### src/rtl/crypto_seq_pkg.sv
// crypto_seq_pkg: shared state encoding, mode constants and default width for the step sequencer
package crypto_seq_pkg;
  localparam int DEF_CNT_W = 3;
  localparam logic MODE_C = 1'b0;
  localparam logic MODE_D = 1'b1;
  typedef enum logic [2:0] {IDLE, STEP, SHOW, CHECK, DONE} state_t;
endpackage

### src/rtl/crypto_step_sequencer.sv
// crypto_step_sequencer: on start issues steps add strobes, one show_c/show_d strobe, then checks counter_in against a mirror count
module crypto_step_sequencer
  import crypto_seq_pkg::*;
#(
  parameter int CNT_W = DEF_CNT_W
) (
  input  logic             clk,
  input  logic             rst,
  input  logic             start,
  input  logic             mode,
  input  logic [CNT_W-1:0] steps,
  input  logic             hold,
  input  logic [CNT_W-1:0] counter_in,
  output logic             add,
  output logic             show_c,
  output logic             show_d,
  output logic             busy,
  output logic             done,
  output logic             mismatch,
  output logic [CNT_W-1:0] step_idx
);
  state_t state;
  logic mode_q;
  logic [CNT_W-1:0] rem;
  logic [CNT_W-1:0] mirror;
  always_ff @(posedge clk or posedge rst) begin
    if (rst) begin
      state    <= IDLE;
      mode_q   <= MODE_C;
      rem      <= '0;
      step_idx <= '0;
      mirror   <= '0;
      mismatch <= 1'b0;
    end else begin
      case (state)
        IDLE: if (start) begin
          mode_q   <= mode;
          rem      <= steps;
          step_idx <= '0;
          state    <= (steps != '0) ? STEP : SHOW;
        end
        STEP: if (!hold) begin
          rem      <= rem - 1'b1;
          step_idx <= step_idx + 1'b1;
          mirror   <= mirror + 1'b1;
          if (rem == CNT_W'(1)) state <= SHOW;
        end
        SHOW: state <= CHECK;
        CHECK: begin
          mismatch <= (counter_in != mirror);
          state    <= DONE;
        end
        DONE: state <= IDLE;
        default: state <= IDLE;
      endcase
    end
  end
  always_comb begin
    add    = (state == STEP) ? !hold : 1'b0;
    show_c = (state == SHOW) && (mode_q == MODE_C);
    show_d = (state == SHOW) && (mode_q == MODE_D);
    busy   = (state != IDLE);
    done   = (state == DONE);
  end
endmodule
### config.mk
export PLATFORM = sky130hd
export DESIGN_NAME = crypto_step_sequencer
export DESIGN_NICKNAME = d
export VERILOG_FILES = /design/src/rtl/crypto_seq_pkg.sv /design/src/rtl/crypto_step_sequencer.sv
export SDC_FILE = /design/constraint.sdc
export NUM_CORES = 1
export LEC_CHECK = 0
export BUFFER_PORTS_ARGS = -buffer_cell sky130_fd_sc_hd__buf_2
export CORE_UTILIZATION = 55
export CTS_BUF_LIST = sky130_fd_sc_hd__clkbuf_16
export DETAILED_ROUTE_END_ITERATION = 10
export GPL_TIMING_DRIVEN = 0
export MAX_ROUTING_LAYER = met4
export PLACE_DENSITY = 0.81
export SKIP_CTS_REPAIR_TIMING = 1
export SLEW_MARGIN = 25
export SYNTH_ARGS = -nofsm -noshare
export SYNTH_HDL_FRONTEND = slang
export SYNTH_SLANG_ARGS = --single-unit
### constraint.sdc
create_clock -name clk -period 2.5 [get_ports clk]
set_clock_uncertainty 0.1 [all_clocks]
set_input_delay 0.125 -clock clk [delete_from_list [all_inputs] [get_ports clk]]
set_output_delay 0.125 -clock clk [all_outputs]
set_load 0.05 [all_outputs]
==> results <==
- The depth of the critical timing path with buffers and inverters included is 3.
- The launch point of the critical path is state[2]$_DFFE_PP0P_.
- The largest net degree at the start of global routing is 15.
- The first routing iteration left 4 violations.
- The pre-antenna-repair detailed-routing pass consisted of 4 iterations.
- The die covers 1677 um2.
- The largest incremental delay on the critical path is 0.50 ns.
- Global routing consumed, over all layers together, 25.53% of the routing resources.
- Routability-driven placement finished with a final weighted congestion of 0.8043.
- Before CTS, the worst setup slack after placement is 0.9017 ns.
- CTS placed an instance of sky130_fd_sc_hd__clkbuf_16 at the clock tree root.
- The reported max-cap violation count is 0.
- The final wirelength is 1677 um.
- After routing, the total negative slack on setup checks comes to 0 ns.
- The register-to-register path setup slack is 0.89 ns.
- Of all nets on the critical path, the largest fanout is 10.
- The worst hold path terminates at mode_q$_DFFE_PP0P_.
- Counting flops and latches in the post-synthesis netlist gives 14.
- In this run the critical register-to-register path is captured at rem[0]$_DFFE_PP0P_.
- Setup repair after global routing left no endpoint under its margin.
- In the final routed layout, each cell accounts on average for 14.46 um.
- The minimum period implied by the final worst setup slack is 1.838 ns.
- The average instance in the mapped netlist occupies 10.84 um2.
- Leaving out fill and tap cells, the most frequent cell in the layout is sky130_fd_sc_hd__buf_2.
- The initial core utilization is 61.82%.
- The area of the core is 1350 um2.
- Ranked by total cell area, the synthesized netlist is headed by sky130_fd_sc_hd__dfrtp_1, sky130_fd_sc_hd__ha_1, sky130_fd_sc_hd__mux2i_1, sky130_fd_sc_hd__xnor2_1, sky130_fd_sc_hd__nor4b_4.
- The count of nets left with antenna violations once routing finished came out at 0.
- The number of buffers on the longest clock path is 2.
- Summed over all cells, the static leakage comes to 0.5116 nW.
- The dominant delay contributor by cell family on the critical path is buffers and inverters.
- The run finished with clean final reports.
- In this run the power density over the cells is 1446 nW/um2.
- For met2 alone, demand over resource in global routing was 42.58%.
- The critical path start-end classification is flop to primary output.
- The site row count is 13.
- The element type at the critical path end is a primary output.
- The net count of the mapped netlist is 92.
- For this run, the top clock speed supported by timing is 544.0 MHz.
- The final count of pins violating max slew is 0.
- The async set-or-reset flop fraction in the synthesized netlist is 100.0%.
- Counting instances, the worst hold path has a depth of 2.
- The clock tree from TritonCTS is done.
- Summing the sequential cell areas from Yosys gives 41.98% of the chip area.
- In this run the cell area of the synthesized design comes to 834.6 um2.
- Port buffering added 19 buffers.
- The worst path uses 73.53% of the clock period.
- Clock-pin slew was measured on the worst setup and hold paths at 0.05 ns.
- The met3 track demand over resource in global routing is 8.152%.
- In this run the worst hold path is classified as input pin to flop.
- The width of the chip is 40.96 um.
- The post-synthesis cell type with the largest combined area is sky130_fd_sc_hd__dfrtp_1.
- met2 is the most crowded layer.
- The number of distinct library cells after synthesis is 34.
- Walking the worst path, the cells encountered are buf_6 > nor4b_4 > buf_2.
- Setup slack on the critical path of the routed design comes to 0.6617 ns.
- The wire-length estimate of the detail-placed layout is 1219 um.
- The number of nets in the layout is 117.
- Counting flops with a built-in enable in the synthesized netlist gives 0.
- The hold path startpoint is mode.
- IR analysis of the VDD net gives a maximum drop of 0.9548 mV.
- For this run, the leading register cell type out of synthesis is sky130_fd_sc_hd__dfrtp_1.
- Data on the critical path arrives at its endpoint at 1.61 ns.
- The via count of the first global-routing pass is 617.
- Global routing used 28.91% of the available met1 tracks.
- The count of yosys warnings during synthesis is 0.
- In this run the critical register-to-register path is launched from state[2]$_DFFE_PP0P_.
- After technology mapping, the gate count stands at 77.
- The cell at the slowest stage of the critical path is sky130_fd_sc_hd__nor4b_4.
- The critical path startpoint category is a flop.
- The data required time at the worst endpoint is 2.28 ns.
- The number of vias in the routed layout is 644.
- In this run the number of H-tree levels came out at 1.
- In the layout the commonest cells are sky130_fd_sc_hd__buf_2, sky130_fd_sc_hd__dfrtp_1, sky130_fd_sc_hd__nand2_1.
- Using the TritonRoute via totals, the vias-per-cell ratio works out to 5.552.
- The overall overflow remaining after global route is 0.
- The clock latency reported for the late side of the worst-skew pair is 0.24 ns.
- For the worst flop-to-flop path, the logic depth is 4.
- The wire length of the first global-routing pass is 2649 um.
- Summed over its instances, the top area cell type makes up 41.98% of the synthesized netlist area.
- The number of antenna violations at the first check in global routing came to 0.
- The die is 40.96 um tall.
- In this run the count of I/O pins placed on the die edge is 20.
- The post-route DRC violation count is 0.
- Setup violations remaining at the end of the flow were counted as 0.
- The share of final-layout standard cells stronger than drive strength 1 is 32.67%.
- The transition time at the pin with the least slew margin is 0.5378 ns.
- From synthesis to final layout, the design area changed by 24.29%.
- The number of hold violations in the final report is 0.
- The clock drives 14 sinks.
- The diode insertion count for antenna repair is 0.
- The total CTS buffers is 3.
- The tightest slew margin relative to the limit is 64.11%.
- The count of fill cells added during filler insertion is 103.
- The critical path contains buffers and inverters numbering 2 combined.
[flip-flops by register name, summed over array words and instances (netlist names)]
signal	flops
mode_q	1
rem	3
state	3
mismatch	1
step_idx	3
mirror	3
[layout make-up]
type | instances | area (um2) | area share [%]
plain buffers | 3 | 21.27 | 2.051
clock buffers | 3 | 75.07 | 7.238
clock inverters | 1 | 3.754 | 0.3619
inverters | 4 | 15.01 | 1.448
multi-input cells | 56 | 447.9 | 43.18
flip-flops and latches | 14 | 350.3 | 33.78
well taps | 15 | 18.77 | 1.809
repair buffers | 20 | 105.1 | 10.13
[cells by family after synthesis]
kind of cell / share of synthesized area [%]
AOI/OAI and AO/OA: 11.70
xor gates and xnor gates: 5.247
adders and majority gates: 5.997
buffers and inverters: 4.347
DFF: 41.98
muxes: 9.295
and+or+nand+nor: 21.44
[worst register-to-register path, delay by kind of cell (launching register included)]
kind | cells | cell delay (ns)
flops | 1 | 0.37
buf+inv | 1 | 0.14
simple gates | 1 | 0.40
mux | 1 | 0.12
compound gates | 1 | 0.36
[metrics by stage]
stage          cell area, um2  hold WS [ns]  power [W]  instances  utilization [%]
4_1_cts                  1027       -0.1687   0.001500        115            76.09
5_1_grt                  1037       0.01981   0.001610        116            76.83
3_5_place_dp            948.4       0.08823   0.001184        111            70.25
3_3_place_gp            948.4       0.08678   0.001160        111            70.25
6_report                 1037       0.01412   0.001500        116            76.83
2_1_floorplan           834.6      -0.08578   0.001030         77                -
[cells in the mapped netlist, types with 2 or more instances]
library cell               instances
sky130_fd_sc_hd__dfrtp_1          14
sky130_fd_sc_hd__nand2_1           5
sky130_fd_sc_hd__ha_1              4
sky130_fd_sc_hd__inv_1             4
sky130_fd_sc_hd__mux2i_1           4
sky130_fd_sc_hd__nor2_1            4
sky130_fd_sc_hd__o21ai_0           4
sky130_fd_sc_hd__xnor2_1           4
sky130_fd_sc_hd__nand2b_1          3
sky130_fd_sc_hd__a21oi_1           2
sky130_fd_sc_hd__buf_2             2
sky130_fd_sc_hd__mux2_2            2
sky130_fd_sc_hd__nor2b_1           2
sky130_fd_sc_hd__nor3b_1           2
sky130_fd_sc_hd__nor4b_1           2
[layer usage]
layer	part of all wire, %	wire length (um)	vias up
met2	50	838	17
met1	44	745	299
li1	-	-	326
met4	1.1	19	0
met5	0	0	-
met3	4.4	74	2
[how the worst max path moves through the flow]
stage | end | slack, ns
finish | add | 0.66
global route | add | 0.55
CTS | add | 0.64
detailed placement | add | 0.90
global placement | add | 0.91
floorplan | done | 0.53
[report_power, final]
group | leakage [nW] | total (W) | internal (W) | switching [W]
clock network | 0.0385 | 0.000307 | 0.000212 | 0.0000948
registers | 0.167 | 0.000416 | 0.000334 | 0.0000810
logic | 0.306 | 0.000778 | 0.000319 | 0.000459
total | 0.512 | 0.00150 | 0.000866 | 0.000635
No activity file was read; power rests on OpenSTA's default activity.
